`config.mk`:
```
export PLATFORM = sky130hd
export DESIGN_NAME = pipeline_hazard_ctrl_flat
export DESIGN_NICKNAME = d
export VERILOG_FILES = /design/src/rtl/pipeline_hazard_ctrl_if.sv /design/src/rtl/pipeline_hazard_ctrl.sv /design/src/flat_wrapper.sv
export SDC_FILE = /design/constraint.sdc
export NUM_CORES = 1
export LEC_CHECK = 0
export ABC_AREA = 1
export CORE_AREA = 2 2 76 92
export DETAILED_ROUTE_END_ITERATION = 12
export DIE_AREA = 0 0 78 94
export PLACE_DENSITY = 0.91
export SKIP_LAST_GASP = 1
export SLEW_MARGIN = 5
export SYNTH_ARGS = -nofsm -noshare
export SYNTH_HDL_FRONTEND = slang
export SYNTH_SLANG_ARGS = --single-unit
```
`constraint.sdc`:
```
create_clock -name clk -period 2.3 [get_ports clk]
set_input_delay 0.23 -clock clk [delete_from_list [all_inputs] [get_ports clk]]
set_output_delay 0.23 -clock clk [all_outputs]
set_load 0.01 [all_outputs]
```
`src/rtl/pipeline_hazard_ctrl_if.sv`:
```
// Bundle of the hazard-detection inputs and pipeline-control outputs exchanged
// between the datapath (master) and the hazard controller (slave).
interface pipeline_hazard_ctrl_if;
  logic [4:0] id_rs1;
  logic [4:0] id_rs2;
  logic       id_use_rs1;
  logic       id_use_rs2;
  logic       id_is_branch;
  logic [4:0] ex_rd;
  logic       ex_memread;
  logic       dmem_req;
  logic       dmem_ready;
  logic       branch_taken;
  logic       keep_pc;
  logic       keep_ifid;
  logic       keep_idex;
  logic       nop_ifid;
  logic       nop_idex;
  logic       freeze_exmem;

  modport master (
    output id_rs1, id_rs2, id_use_rs1, id_use_rs2, id_is_branch,
    output ex_rd, ex_memread, dmem_req, dmem_ready, branch_taken,
    input  keep_pc, keep_ifid, keep_idex, nop_ifid, nop_idex, freeze_exmem
  );

  modport slave (
    input  id_rs1, id_rs2, id_use_rs1, id_use_rs2, id_is_branch,
    input  ex_rd, ex_memread, dmem_req, dmem_ready, branch_taken,
    output keep_pc, keep_ifid, keep_idex, nop_ifid, nop_idex, freeze_exmem
  );
endinterface

```
`src/rtl/pipeline_hazard_ctrl.sv`:
```
// Stall/flush controller for a 5-stage pipeline: load-use bubbles (two when the
// consumer is an early-resolved branch), memory-wait freeze and redirect flushes.
module pipeline_hazard_ctrl (
  input  logic                  clk,
  input  logic                  rst,
  pipeline_hazard_ctrl_if.slave bus,
  output logic [1:0]            state_o,
  output logic [31:0]           stall_cycles,
  output logic [15:0]           flush_count
);

  typedef enum logic [1:0] {
    RUN   = 2'b00,
    LUB   = 2'b01,
    MWAIT = 2'b10,
    BAD   = 2'b11
  } state_t;

  state_t      state_q, state_d;
  logic [31:0] stall_cycles_q, stall_cycles_d;
  logic [15:0] flush_count_q, flush_count_d;

  logic mw;
  logic lu;
  logic keep_pc, keep_ifid, keep_idex, nop_ifid, nop_idex, freeze_exmem;
  logic flush_inc;

  assign mw = bus.dmem_req & ~bus.dmem_ready;
  assign lu = bus.ex_memread & (bus.ex_rd != 5'd0) &
              ((bus.id_use_rs1 & (bus.id_rs1 == bus.ex_rd)) |
               (bus.id_use_rs2 & (bus.id_rs2 == bus.ex_rd)));

  // Priority everywhere is memory wait, then redirect, then load-use.
  always_comb begin
    state_d      = state_q;
    keep_pc      = 1'b0;
    keep_ifid    = 1'b0;
    keep_idex    = 1'b0;
    nop_ifid     = 1'b0;
    nop_idex     = 1'b0;
    freeze_exmem = 1'b0;
    flush_inc    = 1'b0;
    unique case (state_q)
      RUN: begin
        if (mw) begin
          keep_pc      = 1'b1;
          keep_ifid    = 1'b1;
          keep_idex    = 1'b1;
          freeze_exmem = 1'b1;
          state_d      = MWAIT;
        end else if (bus.branch_taken) begin
          nop_ifid  = 1'b1;
          nop_idex  = 1'b1;
          flush_inc = 1'b1;
        end else if (lu) begin
          keep_pc   = 1'b1;
          keep_ifid = 1'b1;
          nop_idex  = 1'b1;
          state_d   = bus.id_is_branch ? LUB : RUN;
        end
      end
      LUB: begin
        // The second bubble waits until any outstanding memory access completes.
        if (mw) begin
          keep_pc      = 1'b1;
          keep_ifid    = 1'b1;
          keep_idex    = 1'b1;
          freeze_exmem = 1'b1;
        end else begin
          keep_pc   = 1'b1;
          keep_ifid = 1'b1;
          nop_idex  = 1'b1;
          state_d   = RUN;
        end
      end
      MWAIT: begin
        keep_pc      = ~bus.dmem_ready;
        keep_ifid    = ~bus.dmem_ready;
        keep_idex    = ~bus.dmem_ready;
        freeze_exmem = ~bus.dmem_ready;
        if (bus.dmem_ready) state_d = RUN;
      end
      default: state_d = RUN;
    endcase
    if (rst) begin
      keep_pc      = 1'b0;
      keep_ifid    = 1'b0;
      keep_idex    = 1'b0;
      nop_ifid     = 1'b0;
      nop_idex     = 1'b0;
      freeze_exmem = 1'b0;
      flush_inc    = 1'b0;
    end
  end

  always_comb begin
    stall_cycles_d = stall_cycles_q;
    flush_count_d  = flush_count_q;
    if (keep_pc && (stall_cycles_q != 32'hFFFF_FFFF)) stall_cycles_d = stall_cycles_q + 32'd1;
    if (flush_inc && (flush_count_q != 16'hFFFF)) flush_count_d = flush_count_q + 16'd1;
  end

  always_ff @(posedge clk) begin
    if (rst) begin
      state_q        <= RUN;
      stall_cycles_q <= 32'd0;
      flush_count_q  <= 16'd0;
    end else begin
      state_q        <= state_d;
      stall_cycles_q <= stall_cycles_d;
      flush_count_q  <= flush_count_d;
    end
  end

  assign bus.keep_pc      = keep_pc;
  assign bus.keep_ifid    = keep_ifid;
  assign bus.keep_idex    = keep_idex;
  assign bus.nop_ifid     = nop_ifid;
  assign bus.nop_idex     = nop_idex;
  assign bus.freeze_exmem = freeze_exmem;
  assign state_o          = state_q;
  assign stall_cycles     = stall_cycles_q;
  assign flush_count      = flush_count_q;

endmodule

```
`src/flat_wrapper.sv`:
```
// flat-port wrapper written by rule: the top's interface ports become plain ports
module pipeline_hazard_ctrl_flat 
  (clk, rst, state_o, stall_cycles, flush_count, bus_id_rs1, bus_id_rs2, bus_id_use_rs1, bus_id_use_rs2, bus_id_is_branch, bus_ex_rd, bus_ex_memread, bus_dmem_req, bus_dmem_ready, bus_branch_taken, bus_keep_pc, bus_keep_ifid, bus_keep_idex, bus_nop_ifid, bus_nop_idex, bus_freeze_exmem);
  pipeline_hazard_ctrl_if bus_i ();
  input  logic clk;
  input  logic rst;
  output logic [1:0] state_o;
  output logic [31:0] stall_cycles;
  output logic [15:0] flush_count;
  input wire logic [$bits(bus_i.id_rs1)-1:0] bus_id_rs1;
  input wire logic [$bits(bus_i.id_rs2)-1:0] bus_id_rs2;
  input wire logic [$bits(bus_i.id_use_rs1)-1:0] bus_id_use_rs1;
  input wire logic [$bits(bus_i.id_use_rs2)-1:0] bus_id_use_rs2;
  input wire logic [$bits(bus_i.id_is_branch)-1:0] bus_id_is_branch;
  input wire logic [$bits(bus_i.ex_rd)-1:0] bus_ex_rd;
  input wire logic [$bits(bus_i.ex_memread)-1:0] bus_ex_memread;
  input wire logic [$bits(bus_i.dmem_req)-1:0] bus_dmem_req;
  input wire logic [$bits(bus_i.dmem_ready)-1:0] bus_dmem_ready;
  input wire logic [$bits(bus_i.branch_taken)-1:0] bus_branch_taken;
  output wire logic [$bits(bus_i.keep_pc)-1:0] bus_keep_pc;
  output wire logic [$bits(bus_i.keep_ifid)-1:0] bus_keep_ifid;
  output wire logic [$bits(bus_i.keep_idex)-1:0] bus_keep_idex;
  output wire logic [$bits(bus_i.nop_ifid)-1:0] bus_nop_ifid;
  output wire logic [$bits(bus_i.nop_idex)-1:0] bus_nop_idex;
  output wire logic [$bits(bus_i.freeze_exmem)-1:0] bus_freeze_exmem;
  assign bus_i.id_rs1 = bus_id_rs1;
  assign bus_i.id_rs2 = bus_id_rs2;
  assign bus_i.id_use_rs1 = bus_id_use_rs1;
  assign bus_i.id_use_rs2 = bus_id_use_rs2;
  assign bus_i.id_is_branch = bus_id_is_branch;
  assign bus_i.ex_rd = bus_ex_rd;
  assign bus_i.ex_memread = bus_ex_memread;
  assign bus_i.dmem_req = bus_dmem_req;
  assign bus_i.dmem_ready = bus_dmem_ready;
  assign bus_i.branch_taken = bus_branch_taken;
  assign bus_keep_pc = bus_i.keep_pc;
  assign bus_keep_ifid = bus_i.keep_ifid;
  assign bus_keep_idex = bus_i.keep_idex;
  assign bus_nop_ifid = bus_i.nop_ifid;
  assign bus_nop_idex = bus_i.nop_idex;
  assign bus_freeze_exmem = bus_i.freeze_exmem;
  pipeline_hazard_ctrl u_core (.clk(clk), .rst(rst), .bus(bus_i), .state_o(state_o), .stall_cycles(stall_cycles), .flush_count(flush_count));
endmodule
```
# Word-level counts from Yosys, hierarchy flattened

Index checks and enable logic that the tools add are counted.

Input port bits: 24
Output and inout bits: 56
Bits in registers: 50
Logic and storage cells: 52

Bitwise logic cells: 7
Add/subtract/negate cells: 2
Reductions and logical operators: 6
Equality and inequality tests: 10
Mux-type cells: 24

Operator list:

| kind                                                | number |
|---|---|
| adder 32 x 1 -> 32 bit, second input constant       | 1 |
| != test 32 bit, second input constant               | 1 |
| adder 16 x 1 -> 16 bit, second input constant       | 1 |
| != test 16 bit, second input constant               | 1 |
| two-way mux 1 bit                                   | 15 |
| equality test 5 bit                                 | 2 |
| two-way mux 2 bit                                   | 5 |
| one-hot mux 2 bit (3 select lines)                  | 1 |
| AND 1 bit                                           | 5 |
| nonzero test 5 bit                                  | 1 |
| != test 2 bit, second input constant                | 2 |
| one-hot mux 1 bit (2 select lines)                  | 2 |
| AND reduction 4 bit                                 | 1 |
| != test 3 x 1 -> 1 bit, second input constant       | 1 |
| != test 3 x 2 -> 1 bit, second input constant       | 1 |
| one-hot mux 1 bit (3 select lines)                  | 1 |
| equality test 2 x 1 -> 1 bit, second input constant | 1 |
| equality test 2 bit, second input constant          | 1 |
| logical AND 1 bit                                   | 2 |
| zero test 2 bit                                     | 1 |
| OR reduction 2 bit                                  | 1 |
| NOT 1 bit                                           | 1 |
| OR 1 bit                                            | 1 |

# Depth between registers and ports, before layout

Gate-level depths: netlist (run 1).

Depth after elaboration: 10
Depth in mapped cells: 14
Gate-level depth less buffers: 14

# Worst setup path before layout (run 1)

Ideal clock, no wire load.

Kind: register to register
Start: register u_core.stall_cycles_q[1] (netlist: u_core.stall_cycles[1])
End: register u_core.stall_cycles_q[16] (netlist: u_core.stall_cycles[16])
Slack: 0.499 ns
Period minus slack after synthesis: 1.801 ns
Library setup time: 0.132 ns
Arrival: 1.669 ns
Cell stages (with the launch flop): 10
Path through: dfxtp_1 > ha_1 > nand3_2 > nor2_4 > nand3_1 > nor3_2 > nand4_2 > clkbuf_1 > nand3_1 > a21oi_1

Word-level cells in the longest chain between the ends: 2
Elaborated cells on any way between the ends: 3

RTL lines:

| item                                                           | RTL line                    | source |
|---|---|---|
| from (decl)                                                    | pipeline_hazard_ctrl.sv:20  | `logic [31:0] stall_cycles_q, stall_cycles_d;` |
| from (signal assigned)                                         | pipeline_hazard_ctrl.sv:110 | `stall_cycles_q <= stall_cycles_d;` |
| branches (longest 2 deep; another with adder 32 x 1 -> 32 bit) | n/a                         |  |

Several ways; the timed one is not identified.
A chain may end at the register's enable or synchronous reset.

# Worst setup path in the final report (run 1)

Start: input port bus_ex_rd[3]
End: output port bus_nop_idex

Word-level cells in the longest chain between the ends: 9
Elaborated cells on any way between the ends: 13

RTL lines:

| item                                          | RTL line                                               | source |
|---|---|---|
| from (decl)                                   | flat_wrapper.sv:15                                     | `input wire logic [$bits(bus_i.ex_rd)-1:0] bus_ex_rd;` |
| equality test 5 bit, on equally long branches | pipeline_hazard_ctrl.sv:30, pipeline_hazard_ctrl.sv:31 |  |
| AND 1 bit, on equally long branches           | pipeline_hazard_ctrl.sv:30, pipeline_hazard_ctrl.sv:31 |  |
| OR 1 bit                                      | pipeline_hazard_ctrl.sv:30                             | `((bus.id_use_rs1 & (bus.id_rs1 == bus.ex_rd)) \|` |
| AND 1 bit *                                   | pipeline_hazard_ctrl.sv:29                             | `assign lu = bus.ex_memread & (bus.ex_rd != 5'd0) &` |
| two-way mux 1 bit *                           | pipeline_hazard_ctrl.sv:55                             | `end else if (lu) begin` |
| two-way mux 1 bit *                           | pipeline_hazard_ctrl.sv:51                             | `end else if (bus.branch_taken) begin` |
| two-way mux 1 bit *                           | pipeline_hazard_ctrl.sv:45                             | `if (mw) begin` |
| one-hot mux 1 bit (2 select lines) *          | pipeline_hazard_ctrl.sv:43                             | `unique case (state_q)` |
| two-way mux 1 bit *                           | pipeline_hazard_ctrl.sv:85                             | `if (rst) begin` |
| to (decl)                                     | flat_wrapper.sv:24                                     | `output wire logic [$bits(bus_i.nop_idex)-1:0] bus_nop_idex;` |

Every way passes the cells marked *; elsewhere a longest branch is shown, timed or not.

==> results of run 1 <==
## state kept, by name, indices dropped and copies added (netlist names)
| register | count |
|---|---|
| u_core.flush_count | 16 |
| u_core.state_o | 2 |
| u_core.stall_cycles | 32 |
## final cells by class
cell class | instances | share of cell area
Sequential cell | 50 | 0.240
Inverter | 56 | 0.0504
Clock inverter | 2 | 0.00900
Timing Repair Buffer | 92 | 0.216
Clock buffer | 6 | 0.0174
Multi-Input combinational cell | 373 | 0.441
Tap cell | 85 | 0.0255
## worst max-delay path: cells and delay by family
kind                   cells  cell delay (ps)
AOI/OAI and AO/OA          1              270
buffers and inverters      3              910
and+or+nand+nor            6              490
## cells in the final DEF, fill, tap and decap left out, types with 2 or more instances in the layout
cell / n
a21oi_1: 41
buf_12: 2
buf_4: 11
clkbuf_2: 2
clkbuf_8: 5
clkdlybuf4s50_1: 76
dfxtp_1: 50
ha_1: 2
inv_1: 56
nand2_1: 136
nand3_1: 48
nand3b_1: 2
nand4_1: 10
nor2_1: 48
nor3_1: 25
nor3_2: 3
nor4_1: 4
o21ai_0: 11
or2_2: 2
xnor2_1: 10
xor2_1: 20
## worst min-delay path by stage
stage	cells past startpoint	end	startpoint	slack [ps]
floorplan	1	u_core.state_o[1]$_SDFFE_PP0P_	bus_dmem_ready	320
global placement	2	u_core.flush_count[15]$_SDFFE_PP0P_	u_core.flush_count[15]$_SDFFE_PP0P_	470
detailed placement	2	u_core.flush_count[15]$_SDFFE_PP0P_	u_core.flush_count[15]$_SDFFE_PP0P_	470
CTS	2	u_core.flush_count[15]$_SDFFE_PP0P_	u_core.flush_count[15]$_SDFFE_PP0P_	490
global route	2	u_core.flush_count[15]$_SDFFE_PP0P_	u_core.flush_count[15]$_SDFFE_PP0P_	510
finish	2	u_core.flush_count[15]$_SDFFE_PP0P_	u_core.flush_count[15]$_SDFFE_PP0P_	480
## synthesized netlist by cell type, types with 3 or more instances
cell type and instances:
a21oi_1 41, buf_2 4, buf_6 3, clkbuf_1 8, dfxtp_1 50, inv_1 56, nand2_1 136, nand3_1 48
nand4_1 10, nor2_1 48, nor3_1 25, nor3_2 3, nor4_1 4, o21ai_0 11, xnor2_1 10, xor2_1 20
## where the power goes
group | internal [mW] | switching [mW] | total (mW)
Combinational | 0.0974 | 0.110 | 0.207
Clock | 0.325 | 0.293 | 0.617
Sequential | 0.871 | 0.00697 | 0.878
## routing by layer
layer	vias to the layer above	track usage	part of all wire
li1	1767	-	-
met1	1626	0.276	0.40
met2	146	0.473	0.51
met3	29	0.0490	0.062
met4	0	0.0936	0.031
met5	-	0	0
## kinds of logic (layout without fill, tap and decap cells)
kind of cell               count (synthesis)  count (layout)  share of synthesized area
and+or+nand+nor                          286             286                      0.402
DFF                                       50              50                      0.318
buffers and inverters                     73             156                     0.0981
xor gates and xnor gates                  30              30                     0.0834
AOI/OAI and AO/OA                         55              55                     0.0906
adders and majority gates                  2               2                    0.00794
## stage by stage
stage          hold WS, ps  power [mW]
2_1_floorplan          320        1.00
3_3_place_gp           467        1.10
3_5_place_dp           472        1.11
4_1_cts                487        1.72
5_1_grt                509        1.77
6_report               480        1.70
## repair_timing
action                     CTS  global route
setup buffers                0             0
setup endpoints to repair    3             2
resized for setup            3             4
pin swaps                    0             0
hold buffers                 0             0
==> key figures, run 1 <==
Synthesis
  – Primary FF master, synth: dfxtp_1
  – Syn_nets: 522
  – Synth Register Bits: 50
  – Area contributors post-synth: dfxtp_1 32%, nand2_1 16%, nand3_1 7.6%, inv_1 6.7%, a21oi_1 6.5%
  – Mapped Cells: 496
  – Post-synth EDFFs: 0
  – Asr flop ratio synth: 0
  – YS warnings: 0
  – Cell Area, Synth: 3150 um2
  – Cell variety after synth: 31
  – Yosys top cell by area: dfxtp_1
  – Share of the synthesized area in the top cell type: 0.318
  – Post-synthesis area per instance: 6.35 um2
  – Seq/Total Area, Yosys: 0.318

Die
  – # IOs: 80
  – Die footprint: 7330 um2
  – DIE WIDTH: 78 um
  – Starting density of the core: 0.492
  – Core box area: 6410 um2
  – Chip height: ~94 um
  – Core Rows: 32

Setup path
  – CP endpoint kind: output pin
  – Number of cells on the worst reg-to-reg path: 10
  – Crit path max-delay cell type: clkdlybuf4s50_1
  – CP arrival: 1900 ps
  – CP startpoint: bus_ex_rd[3]
  – Worst setup SP type: input port
  – RR Endpoint: u_core.stall_cycles[11]$_SDFFE_PP0P_
  – Worst EP required: 2070 ps
  – CP Max Fanout: 3
  – Critical path type: input port to output pin
  – Worst R2R Setup Slack: 300 ps
  – Slowest cell delay on critical path: 510 ps
  – Cells along the critical path: clkdlybuf4s50_1 -> inv_1 -> nand2_1 -> nand2_1 -> nor2_1 -> nand3_1 -> nand2_1 -> nand2_1 -> a311oi_1 -> dlygate4sd2_1
  – Crit path capture: bus_nop_idex
  – Cell mode on critical path: nand2_1
  – Worst R2R Start: u_core.stall_cycles[1]$_SDFFE_PP0P_

CTS
  – Htree depth: 2
  – CTS Buf Count: 5
  – Clock-pin slew on the worst setup and hold paths: 90 ps
  – Clk buf depth: 2
  – Root buf cell: clkbuf_8
  – Skew-Pair Late Insertion Delay: roughly 310 ps
  – Clock sink total: 50
  – CTS tree: yes

Run
  – Max-cap violations: 0

STA
  – Final Hold Viols: 0
  – Worst-margin pin slew: 434 ps
  – Fmax: around 470 MHz
  – Crit share post-route: 0.925
  – Skew final: 10.5 ps
  – Clock period minus worst slack: 2130 ps
  – Max Slew Vio Count: 0
  – RSZ-0062 raised after global routing: false
  – Final setup viols: 0
  – Setup TNS Final: 0 ps
  – Worst setup margin: about 170 ps
  – Worst rel slew slack: 0.708

Layout
  – Design Area, Final: 4170 um2
  – Fillcell total: approximately 570
  – Nets: 604
  – Synth-to-Final Area Change: 32.4%
  – Inserted Diodes: 0
  – Final core utilization: 0.651
  – Multi-input gate area: 1840 um2
  – Share of cells above drive strength 1: 0.0553
  – Layout Cells excl Fill: 664
  – Seq. cell area: 1000 um2

Placed design
  – Port bufs: a little under 80
  – Dpl cell area: 4070 um2
  – Post-Place Cells: 656
  – Dpl ws: -132 ps
  – Hpwl dp: 6900 um
  – RD Place Congestion: 0.977

GRT
  – First-pass GRT wire length: roughly 15000 um
  – GRT Util Overall: 0.251
  – Pin count of the biggest net entering global routing: 39
  – GRT overflow: 0
  – Initial antenna violation count: 0
  – Vias in the first global route: approximately 3500

Worst hold path
  – HP Class: flip-flop to flip-flop

Route
  – DR DRC count: 0
  – Routed vias: 3568
  – Initial drt markers: ~170
  – WL/cell: 13.3 um
  – DRT antenna net count: 0
  – First-pass DRT Iterations: 5
  – DR vias/cell: roughly 5.4
  – WL final: 8830 um

Pwr
  – Peak VDD IR: 279 uV
  – Leak: 1.59 nW
  – Cell area power density: a little over 400 nW/um2

Status
  – Outcome: completed
(Power assumes the default switching activity.)
==> run 2, diff against run 1 <==
CAP_MARGIN = 0   (was default)
==> results of run 2 <==
Same layout as run 1: the final DEF is identical, and so are final timing and power.
==> run 3, diff against run 2 <==
CTS_CLUSTER_SIZE = 10   (was default)
GPL_ROUTABILITY_DRIVEN = 0   (was default)
==> run 3 against run 2 <==
Against the previous run:
- clock power grew 1%
- critical path type unchanged
- non-clock buffer count is 1 lower
- largest cell class unchanged
- design area fell by 0.30%
- wire length did not move
- first-iteration DRC count increased by 120%
==> key figures, run 3 (synthesis results as in run 1) <==
STA
  – Worst-margin pin slew: 445 ps (+11.4 ps)
  – Final Hold Viols: 0 (unchanged)
  – RSZ-0062 raised after global routing: false
  – Skew final: 13.7 ps (+3.25 ps)
  – Fmax: 483 MHz (+2.9%)
  – Setup TNS Final: 0 ps (unchanged)
  – Max Slew Vio Count: 0 (unchanged)
  – Hold Worst Slack: 492 ps (+11.3 ps)
  – Worst rel slew slack: 0.701 (-0.00725)
  – Clock period minus worst slack: 2070 ps (-59.3 ps)
  – Crit share post-route: 0.900 (-0.0258)
  – Final setup viols: 0 (unchanged)

Placed design
  – Hpwl dp: 6660 um (-3.4%)
  – Port bufs: 79 (unchanged)
  – Dpl cell area: 4050 um2 (-0.49%)

Layout
  – Share of cells above drive strength 1: 0.0520 (-0.00327)
  – Max reg flops: 32 (unchanged)
  – Commonest non-fill, non-tap cell in the layout: nand2_1
  – Synth-to-Final Area Change: 32.0%
  – Inserted Diodes: 0 (unchanged)
  – Final core utilization: 0.649 (-0.00195)
  – Nets: 603 (-0.17%)
  – Design Area, Final: 4160 um2 (-0.30%)
  – Most frequent cells in the layout: 135 x nand2_1, 76 x clkdlybuf4s50_1, 56 x inv_1
  – Fillcell total: 577 (+0.52%)

Setup path
  – CP endpoint kind: output pin
  – Number of cells on the worst reg-to-reg path: 10 (unchanged)
  – Worst R2R Start: u_core.stall_cycles[0]$_SDFFE_PP0P_
  – RR Endpoint: u_core.stall_cycles[4]$_SDFFE_PP0P_
  – Critical path type: input port to output pin
  – Worst setup SP type: input port
  – CP Max Fanout: 3 (unchanged)
  – Worst R2R Setup Slack: 240 ps (-60 ps)
  – Worst EP required: 2070 ps (about the same)
  – CP arrival: 1840 ps (-60 ps)

Route
  – Initial drt markers: 383 (+120%)
  – Top routing layer in use: met4
  – DR vias/cell: 5.42 (+0.92%)
  – WL/cell: 13.3 um (+0.30%)
  – DR DRC count: 0 (unchanged)
  – DRT antenna net count: 0 (unchanged)
  – First-pass DRT Iterations: 5 (unchanged)
  – Met1 wire length: 3450 um (-1.8%)
  – WL final: 8830 um (unchanged)
  – Met2 wire length: 4300 um (-4.5%)
  – Metal3 WL: 658 um (+21%)
  – Routed vias: 3590 (+0.62%)

GRT
  – Pin count of the biggest net entering global routing: 39 (unchanged)
  – First-pass GRT wire length: 14900 um (-1.5%)
  – GRT overflow: 0 (unchanged)
  – Vias in the first global route: 3544 (+2.0%)
  – GRT Util Overall: 0.249 (-0.00228)
  – Initial antenna violation count: 0 (unchanged)

CTS
  – Htree depth: 2 (unchanged)
  – Post-CTS sizing: 4 (+1)
  – Hold_buf cts: 0 (unchanged)
  – Clock sink total: 50 (unchanged)
  – Clock-pin slew on the worst setup and hold paths: 100 ps (about the same)
  – Root buf cell: clkbuf_8
  – CTS tree: yes
  – CTS Buf Count: 5 (unchanged)
  – # Post-CTS Setup Buffers: 0 (unchanged)
  – Clk buf depth: 2 (unchanged)
  – Skew-Pair Late Insertion Delay: 310 ps (about the same)

Die
  – Core box area: 6410 um2 (unchanged)
  – Starting density of the core: 0.492 (unchanged)
  – DIE WIDTH: 78 um (unchanged)
  – # IOs: 80 (unchanged)
  – Core Rows: 32 (unchanged)
  – Chip height: 94 um (unchanged)
  – Die footprint: 7330 um2 (unchanged)

Worst hold path
  – Hold Path Depth: 2 (unchanged)
  – WHS Endpoint: u_core.flush_count[15]$_SDFFE_PP0P_
  – Hold Startpoint: u_core.flush_count[15]$_SDFFE_PP0P_
  – HP Class: flip-flop to flip-flop

Run
  – Max-cap violations: 0 (unchanged)

Pwr
  – Leak: 1.59 nW (about the same)
  – Cell area power density: 410 nW/um2 (+0.46%)
  – Peak VDD IR: 262 uV (-6.0%)

Status
  – Outcome: completed
[run 3: cell count changes in the layout (fill, tap and decap cells not counted), sizes merged]
| cell | delta |
|---|---|
| clkbuf | -3 |
| clkinvlp | -1 |
| buf | -1 |
| clkinv | +1 |
| dlygate4sd2 | +2 |
[run 3: critical path, cell delays in order]
cell and delay (ps):
clkdlybuf4s50_1 460, inv_1 50, or2_2 290, o21ai_0 230, clkdlybuf4s50_1 580
[run 3: layout make-up]
class / instances / area (um2) / area share
multi-input combinational: 373 / 1840 / 0.443
sequential: 50 / 1000 / 0.241
timing repair buffer: 91 / 890 / 0.214
inverter: 56 / 210 / 0.0506
tap: 85 / 106 / 0.0256
clock buffer: 5 / 68.8 / 0.0166
clock inverter: 2 / 38.8 / 0.00933
[run 3: worst max path at each step]
stage          depth (start not counted)                                   end                           startpoint  slack, ps
2_1_floorplan                          9  u_core.stall_cycles[16]$_SDFFE_PP0P_  u_core.stall_cycles[1]$_SDFFE_PP0P_        500
3_3_place_gp                          12                           bus_keep_pc                         bus_ex_rd[3]        -30
3_5_place_dp                          16   u_core.stall_cycles[0]$_SDFFE_PP0P_                         bus_ex_rd[3]       -130
4_1_cts                                5                      bus_freeze_exmem                         bus_dmem_req        210
5_1_grt                               10  u_core.stall_cycles[11]$_SDFFE_PP0P_  u_core.stall_cycles[0]$_SDFFE_PP0P_         40
6_report                               5                      bus_freeze_exmem                         bus_dmem_req        230
[run 3: routing by layer]
| metal | vias up | track usage |
|---|---|---|
| li1 | 1772 | - |
| met1 | 1603 | 0.272 |
| met2 | 174 | 0.439 |
| met3 | 41 | 0.0587 |
| met4 | 0 | 0.143 |
| met5 | - | 0 |
[run 3: stage by stage]
stage / cells / setup slack, ps / total power [mW]
floorplan: 496 / 499 / 1.00
global route: 662 / 39.2 / 1.77
detailed placement: 655 / -128 / 1.10
CTS: 662 / 213 / 1.71
finish: 662 / 231 / 1.71
global placement: 655 / -30.7 / 1.09
[run 3: report_power, final]
part,switching (mW),total (mW),internal [mW]
Sequential,0.00717,0.878,0.871
Combinational,0.107,0.201,0.0948
Clock,0.305,0.625,0.320
Total,0.419,1.71,1.29
